`src/rtl/muldiv_sequencer.sv`:
```
// Multi-cycle signed MULT/DIV sequencer owning the HI/LO pair.
// Stalls HI/LO consumers and new starts while an operation runs.
module muldiv_sequencer #(
  parameter int WIDTH = 32
) (
  input  logic             clk,
  input  logic             reset,
  input  logic             start_mult,
  input  logic             start_div,
  input  logic [WIDTH-1:0] srca,
  input  logic [WIDTH-1:0] srcb,
  input  logic             mfhi_req,
  input  logic             mflo_req,
  output logic [WIDTH-1:0] hi,
  output logic [WIDTH-1:0] lo,
  output logic             busy,
  output logic             done,
  output logic             stall
);

  localparam int CW = $clog2(WIDTH);
  localparam int W2 = 2 * WIDTH;

  typedef enum logic [1:0] {
    S_IDLE,
    S_MUL,
    S_DIV,
    S_FIN
  } state_t;

  state_t           state_q, state_d;
  logic [CW-1:0]    cnt_q, cnt_d;
  logic [WIDTH-1:0] opnd_q, opnd_d;
  logic [W2-1:0]    acc_q, acc_d;
  logic             sign_q, sign_d;
  logic             rsign_q, rsign_d;
  logic             isdiv_q, isdiv_d;
  logic [WIDTH-1:0] hi_q, hi_d;
  logic [WIDTH-1:0] lo_q, lo_d;
  logic             done_q;

  logic [WIDTH-1:0] abs_a, abs_b;
  logic             last;
  logic [WIDTH:0]   mul_sum, mul_hi;
  logic [W2-1:0]    mul_next;
  logic [WIDTH:0]   div_rem, div_diff;
  logic             div_ge;
  logic [W2-1:0]    div_next;
  logic [W2-1:0]    prod;
  logic [WIDTH-1:0] quot, rem;

  assign abs_a = srca[WIDTH-1] ? -srca : srca;
  assign abs_b = srcb[WIDTH-1] ? -srcb : srcb;
  assign last  = (cnt_q == CW'(WIDTH-1));

  // MUL: acc = {partial product, remaining multiplier bits}
  assign mul_sum  = {1'b0, acc_q[W2-1:WIDTH]} + {1'b0, opnd_q};
  assign mul_hi   = acc_q[0] ? mul_sum : {1'b0, acc_q[W2-1:WIDTH]};
  assign mul_next = {mul_hi, acc_q[WIDTH-1:1]};

  // DIV: acc = {remainder, quotient}, restoring step
  assign div_rem  = acc_q[W2-1:WIDTH-1];
  assign div_diff = div_rem - {1'b0, opnd_q};
  assign div_ge   = (div_rem >= {1'b0, opnd_q});
  assign div_next = {div_ge ? div_diff[WIDTH-1:0] : div_rem[WIDTH-1:0],
                     acc_q[WIDTH-2:0], div_ge};

  assign prod = sign_q ? -acc_q : acc_q;
  assign quot = acc_q[WIDTH-1:0];
  assign rem  = acc_q[W2-1:WIDTH];

  always_ff @(posedge clk) begin
    if (reset) state_q <= S_IDLE;
    else       state_q <= state_d;
  end

  always_comb begin
    state_d = state_q;
    unique case (state_q)
      S_IDLE: begin
        if (start_mult)
          state_d = S_MUL;
        else if (start_div)
          state_d = (srcb == '0) ? S_FIN : S_DIV;
      end
      S_MUL:  if (last) state_d = S_FIN;
      S_DIV:  if (last) state_d = S_FIN;
      S_FIN:  state_d = S_IDLE;
    endcase
  end

  always_comb begin
    busy  = (state_q != S_IDLE);
    stall = busy & (mfhi_req | mflo_req | start_mult | start_div);
  end

  always_comb begin
    cnt_d   = cnt_q;
    opnd_d  = opnd_q;
    acc_d   = acc_q;
    sign_d  = sign_q;
    rsign_d = rsign_q;
    isdiv_d = isdiv_q;
    hi_d    = hi_q;
    lo_d    = lo_q;
    unique case (state_q)
      S_IDLE: begin
        if (start_mult) begin
          opnd_d  = abs_a;
          acc_d   = {{WIDTH{1'b0}}, abs_b};
          sign_d  = srca[WIDTH-1] ^ srcb[WIDTH-1];
          isdiv_d = 1'b0;
          cnt_d   = '0;
        end else if (start_div) begin
          isdiv_d = 1'b1;
          cnt_d   = '0;
          // Divide by zero skips iteration; FINISH emits srca / all ones
          if (srcb == '0) begin
            acc_d   = {srca, {WIDTH{1'b1}}};
            sign_d  = 1'b0;
            rsign_d = 1'b0;
          end else begin
            opnd_d  = abs_b;
            acc_d   = {{WIDTH{1'b0}}, abs_a};
            sign_d  = srca[WIDTH-1] ^ srcb[WIDTH-1];
            rsign_d = srca[WIDTH-1];
          end
        end
      end
      S_MUL: begin
        acc_d = mul_next;
        cnt_d = cnt_q + CW'(1);
      end
      S_DIV: begin
        acc_d = div_next;
        cnt_d = cnt_q + CW'(1);
      end
      S_FIN: begin
        if (isdiv_q) begin
          lo_d = sign_q ? -quot : quot;
          hi_d = rsign_q ? -rem : rem;
        end else begin
          {hi_d, lo_d} = prod;
        end
      end
    endcase
  end

  always_ff @(posedge clk) begin
    if (reset) begin
      cnt_q   <= '0;
      opnd_q  <= '0;
      acc_q   <= '0;
      sign_q  <= 1'b0;
      rsign_q <= 1'b0;
      isdiv_q <= 1'b0;
      hi_q    <= '0;
      lo_q    <= '0;
      done_q  <= 1'b0;
    end else begin
      cnt_q   <= cnt_d;
      opnd_q  <= opnd_d;
      acc_q   <= acc_d;
      sign_q  <= sign_d;
      rsign_q <= rsign_d;
      isdiv_q <= isdiv_d;
      hi_q    <= hi_d;
      lo_q    <= lo_d;
      done_q  <= (state_q == S_FIN);
    end
  end

  assign hi   = hi_q;
  assign lo   = lo_q;
  assign done = done_q;

endmodule

```
`config.mk`:
```
export PLATFORM = sky130hd
export DESIGN_NAME = muldiv_sequencer
export DESIGN_NICKNAME = d
export VERILOG_FILES = /design/src/rtl/muldiv_sequencer.sv
export SDC_FILE = /design/constraint.sdc
export NUM_CORES = 1
export LEC_CHECK = 0
export BUFFER_PORTS_ARGS = -buffer_cell sky130_fd_sc_hd__buf_4
export CAP_MARGIN = 20
export CELL_PAD_IN_SITES_DETAIL_PLACEMENT = 2
export CELL_PAD_IN_SITES_GLOBAL_PLACEMENT = 2
export CORE_ASPECT_RATIO = 1.75
export CORE_MARGIN = 3
export CORE_UTILIZATION = 38
export CTS_CLUSTER_SIZE = 40
export DETAILED_ROUTE_END_ITERATION = 12
export GPL_TIMING_DRIVEN = 0
export PLACE_DENSITY = 0.88
export SLEW_MARGIN = 20
export SYNTH_ARGS = -nofsm -noshare
export SYNTH_HDL_FRONTEND = slang
export SYNTH_SLANG_ARGS = --single-unit
```
`constraint.sdc`:
```
create_clock -name clk -period 11.3 [get_ports clk]
set_input_delay 2.26 -clock clk [delete_from_list [all_inputs] [get_ports clk]]
set_output_delay 2.26 -clock clk [all_outputs]
set_load 0.1 [all_outputs]
```
Word level (Yosys, flattened, before mapping). Index checks and enable logic that the tools add are counted.

Add/sub/neg operators: 8. Reduce and logical (&&, ||, !) cells: 13. $mul: 0. Div/mod/pow operators: 0. Shift-type cells: 0. $lt $le $gt $ge: 1. Bitwise operators: 6. Equality and inequality tests: 7. Muxes and demuxes: 30.

Operators by type and width (number): 32-bit 2-to-1 mux (10); 64-bit 2-to-1 mux (4); 64-bit case mux with 3 select lines (1); 32-bit negation (4); 64-bit negation (1); 32-bit by 32-bit adder with 33-bit output (1); 33-bit by 32-bit greater-or-equal comparator with 1-bit output (1); 33-bit 2-to-1 mux (1); 32-bit logical NOT (1); 32-bit subtractor (1); 5-bit 2-to-1 mux (2); 5-bit case mux with 2 select lines (1); 2-bit AND reduction (4); 1-bit 2-to-1 mux (7); 2-bit 2-to-1 mux (3); 2-bit case mux with 3 select lines (1); 3-bit AND reduction (2); 2-bit nonzero test (3); 5-bit by 1-bit adder with 5-bit output (second input constant) (1); 5-bit equality test (second input constant) (1); 2-bit equality test (second input constant) (2); 3-bit inequality test (second input constant) (1); 1-bit bitwise OR (3); 3-bit nonzero test (1); 8 further kinds (8).

Memories kept: 0. Logic and storage cells: 75. ROM bits: 0. RAM bits: 0. Output and inout port bits: 67. Input bits: 70. Register bits: 171. Bits in latches: 0.

Logic depth before layout (Yosys ltp).
Depth in word-level cells: 6. Mapped depth: 15. Mapped depth without buffers: 14.

Worst setup path before layout. OpenSTA, ideal clock, no wires.

Kind: input -> output. Start: in start_mult. End: out stall. Path buffers: 3. Arrival: 4509 ps. Slack: 4531 ps. Required time: 9040 ps. Stages on the path: 5. Cells stage by stage: clkbuf_1 clkbuf_1 buf_1 nor4_1 nor2_1.

Cells in the longest elaborated chain, start to end: 3.

Ends and longest elaborated chain: from (decl) (line 8) `input logic start_mult,`; 1-bit bitwise OR (2 in series) (line 94) `stall = busy & (mfhi_req | mflo_req | start_mult | start_div);`; 1-bit AND (line 94); to (decl) (line 18) `output logic stall`.

Every way passes these cells.

Final worst setup path. Ends and elaborated chain as after synthesis.

==> results.sh <==
export IMPL_status="completed"
export IMPL_syn_to_final_growth_pct=14.9
export IMPL_worstHoldPathType="reg -> reg"
export IMPL_antenna_found_initial=2
export IMPL_maxSlewHeadroom_pct=25.1
export IMPL_routed_wirelength_mm=84.2
export IMPL_routedWlPerCell_um=31.9
export IMPL_synth_top_area_share_pct=23.2
export IMPL_timing_final_crit_share_pct=61.0
export IMPL_first_pass_iters=5
export IMPL_ant_nets=0
export IMPL_port_buffers=134
export IMPL_worstSkewPairLatency_ps=480
export IMPL_synth_edf_count=0
export IMPL_drc=0
export IMPL_fin_cells=2642
export IMPL_via_count=17431
export IMPL_num_rows=94
export IMPL_clockBufferDepth=2
export IMPL_initial_core_util_pct=38.8
export IMPL_setup_violations=0
export IMPL_finClkSkew_ps=15.1
export IMPL_dieArea_mm2=0.0412
export IMPL_ir_drop_v=0.000182
export IMPL_maxCapViolCount=0
export IMPL_synthTopCellsByCount="nor2_1, nand2_1, a21oi_1"
export IMPL_cp_data_arrival_time_ps=4630
export IMPL_p_per_area_mw_per_mm2=339
export IMPL_post_cts_setup_buffers=0
export IMPL_cts_root_buf="clkbuf_16"
export IMPL_fmaxAchievable_mhz=145
export IMPL_die_h_um=266
export IMPL_vias_per_cell=6.60
export IMPL_leakage_nw=6.61
export IMPL_core_area_mm2=0.0380
export IMPL_placed_cells=2609
export IMPL_async_flop_share_pct=0
export IMPL_yosysSeqAreaShare_pct=23.2
export IMPL_avgSynthCellArea_um2=7.38
export IMPL_synthCells=1995
export IMPL_cts_resized=0
export IMPL_htreeDepth=4
export IMPL_grt_use_total_pct=40.1
export IMPL_ys_warn_count=0
export IMPL_boundaryPins=137
export IMPL_syn_cell_area_mm2=0.0147
export IMPL_ff_latch_area_mm2=0.00342
export IMPL_hold_buffers=0
export IMPL_ys_types=81
export IMPL_slew_viol_final=0
export IMPL_gp_congestion=1.01
export IMPL_tightest_slew_ps=1100
export IMPL_grt_overflow=0
export IMPL_crit_chain="buf_4 -> clkbuf_1 -> clkbuf_1 -> buf_1 -> nor4_1 -> nor2_1 -> buf_4"
export IMPL_synth_area_leaders="dfxtp_1, ha_1, xor2_1"
export IMPL_period_needed_ps=6890
export IMPL_nets=2294
export IMPL_cts_buffers_inserted=17
export IMPL_cts_tree="built"
export IMPL_synth_top_area_cell="dfxtp_1"
export IMPL_grt_max_degree=18
export IMPL_hold_viol=0
export IMPL_synth_nets=2141
export IMPL_grt_pass1_wl_mm=124
export IMPL_cp_required_ps=9040
export IMPL_critPathLaunchType="input port"
export IMPL_layout_drive_gt1_share_pct=11.3
export IMPL_clk_pin_slew_worst_paths_ps=80
export IMPL_crit_path_max_incr_delay_ps=610
export IMPL_timing_hold_ws_ps=457
export IMPL_path_class="in -> out"
export IMPL_fin_setup_tns_ps=0
export IMPL_cts_sinks=171
export IMPL_rsz0062_at_grt="false"
export IMPL_crit_slowest_cell="buf_1"
export IMPL_synth_seq_cells=171
export IMPL_end_kind="output pin"
export IMPL_multi_input_area_mm2=0.0104
export IMPL_ys_flop_type="dfxtp_1"
export IMPL_drtIter0Drc=1249
export IMPL_dp_hpwl_mm=66.7
export IMPL_grt_pass1_vias=19103
export IMPL_fillers=4528
export IMPL_die_x_um=155
export IMPL_path_max_fanout=10
export IMPL_yosysMostFrequentCell="nor2_1"
where the power goes:
group          total, W  switching (W)  internal (W)
clock          0.000631       0.000318      0.000314
combinational   0.00403        0.00275       0.00128
sequential      0.00107       0.000303      0.000764
through the flow:
stage | total power, W | util [%] | setup slack, ps | instance area [um^2]
2_1_floorplan | 0.00353 | - | 4530 | 14700
3_3_place_gp | 0.00479 | 43.0 | 4520 | 16300
3_5_place_dp | 0.00494 | 43.0 | 4420 | 16300
4_1_cts | 0.00562 | 44.5 | 4420 | 16900
5_1_grt | 0.00599 | 44.5 | 4350 | 16900
6_report | 0.00573 | 44.5 | 4410 | 16900
cell usage in the layout (no fill, tap or decap), drive strengths merged, types with 16 or more instances in the layout:
cell	n
xor2	104
a22o	18
xnor2	67
buf	162
o41ai	17
nor4	26
nor3	39
nand3	23
a22oi	25
a21oi	179
o211ai	31
o21ai	107
a21o	31
or4	16
dfxtp	171
or3	35
clkbuf	142
mux2i	33
nand2	212
a211oi	90
ha	74
nor2	213
inv	76
nand4	16
o31ai	43
mux2	20
worst max-delay path, delay by kind of cell:
family	cells	cell delay, ps
buf+inv	5	2080
simple gates	2	270
sequential cells by signal, summed over array words and instances, names as in the netlist:
register	flops
opnd_q	32
done	1
acc_q	64
hi	32
sign_q	1
state_q	2
lo	32
cnt_q	5
rsign_q	1
isdiv_q	1
per-layer routing:
layer  vias up  part of all wire (%)  track usage (%)
met4         2                    11             35.4
met1      8710                    34             41.1
li1       7568                     -                -
met2       776                    50             70.6
met3       375                   4.7             5.27
met5         -                 0.011                0
final timing paths:
check                   from   endpoint  slack [ps]  cells past startpoint
hold reg to reg       hi[27]     hi[27]         460                      2
setup / recovery  start_mult      stall        4410                      7
setup reg to reg  opnd_q[10]  acc_q[43]        5760                     14
hold / removal        hi[27]     hi[27]         460                      2
cells by family after synthesis:
kind of cell	count (synthesis)	share of synthesized area (%)
AO/OA/AOI/OAI	649	29.1
XOR/XNOR	171	10.2
adder cells (fa/ha/maj)	76	6.56
buffers and inverters	222	6.07
flip-flops	171	23.2
multiplexers	53	3.77
AND/OR/NAND/NOR	653	21.1
final cells by class:
| type | count | area share (%) |
|---|---|---|
| diodes | 2 | 0.0296 |
| plain buffers | 153 | 3.75 |
| clock buffers | 17 | 2.51 |
| clock inverters | 14 | 0.917 |
| inverters | 69 | 1.53 |
| multi-input cells | 1602 | 61.5 |
| flip-flops and latches | 171 | 20.2 |
| well taps | 480 | 3.55 |
| repair buffers | 134 | 5.95 |
Power figures use the tool's default switching activity.
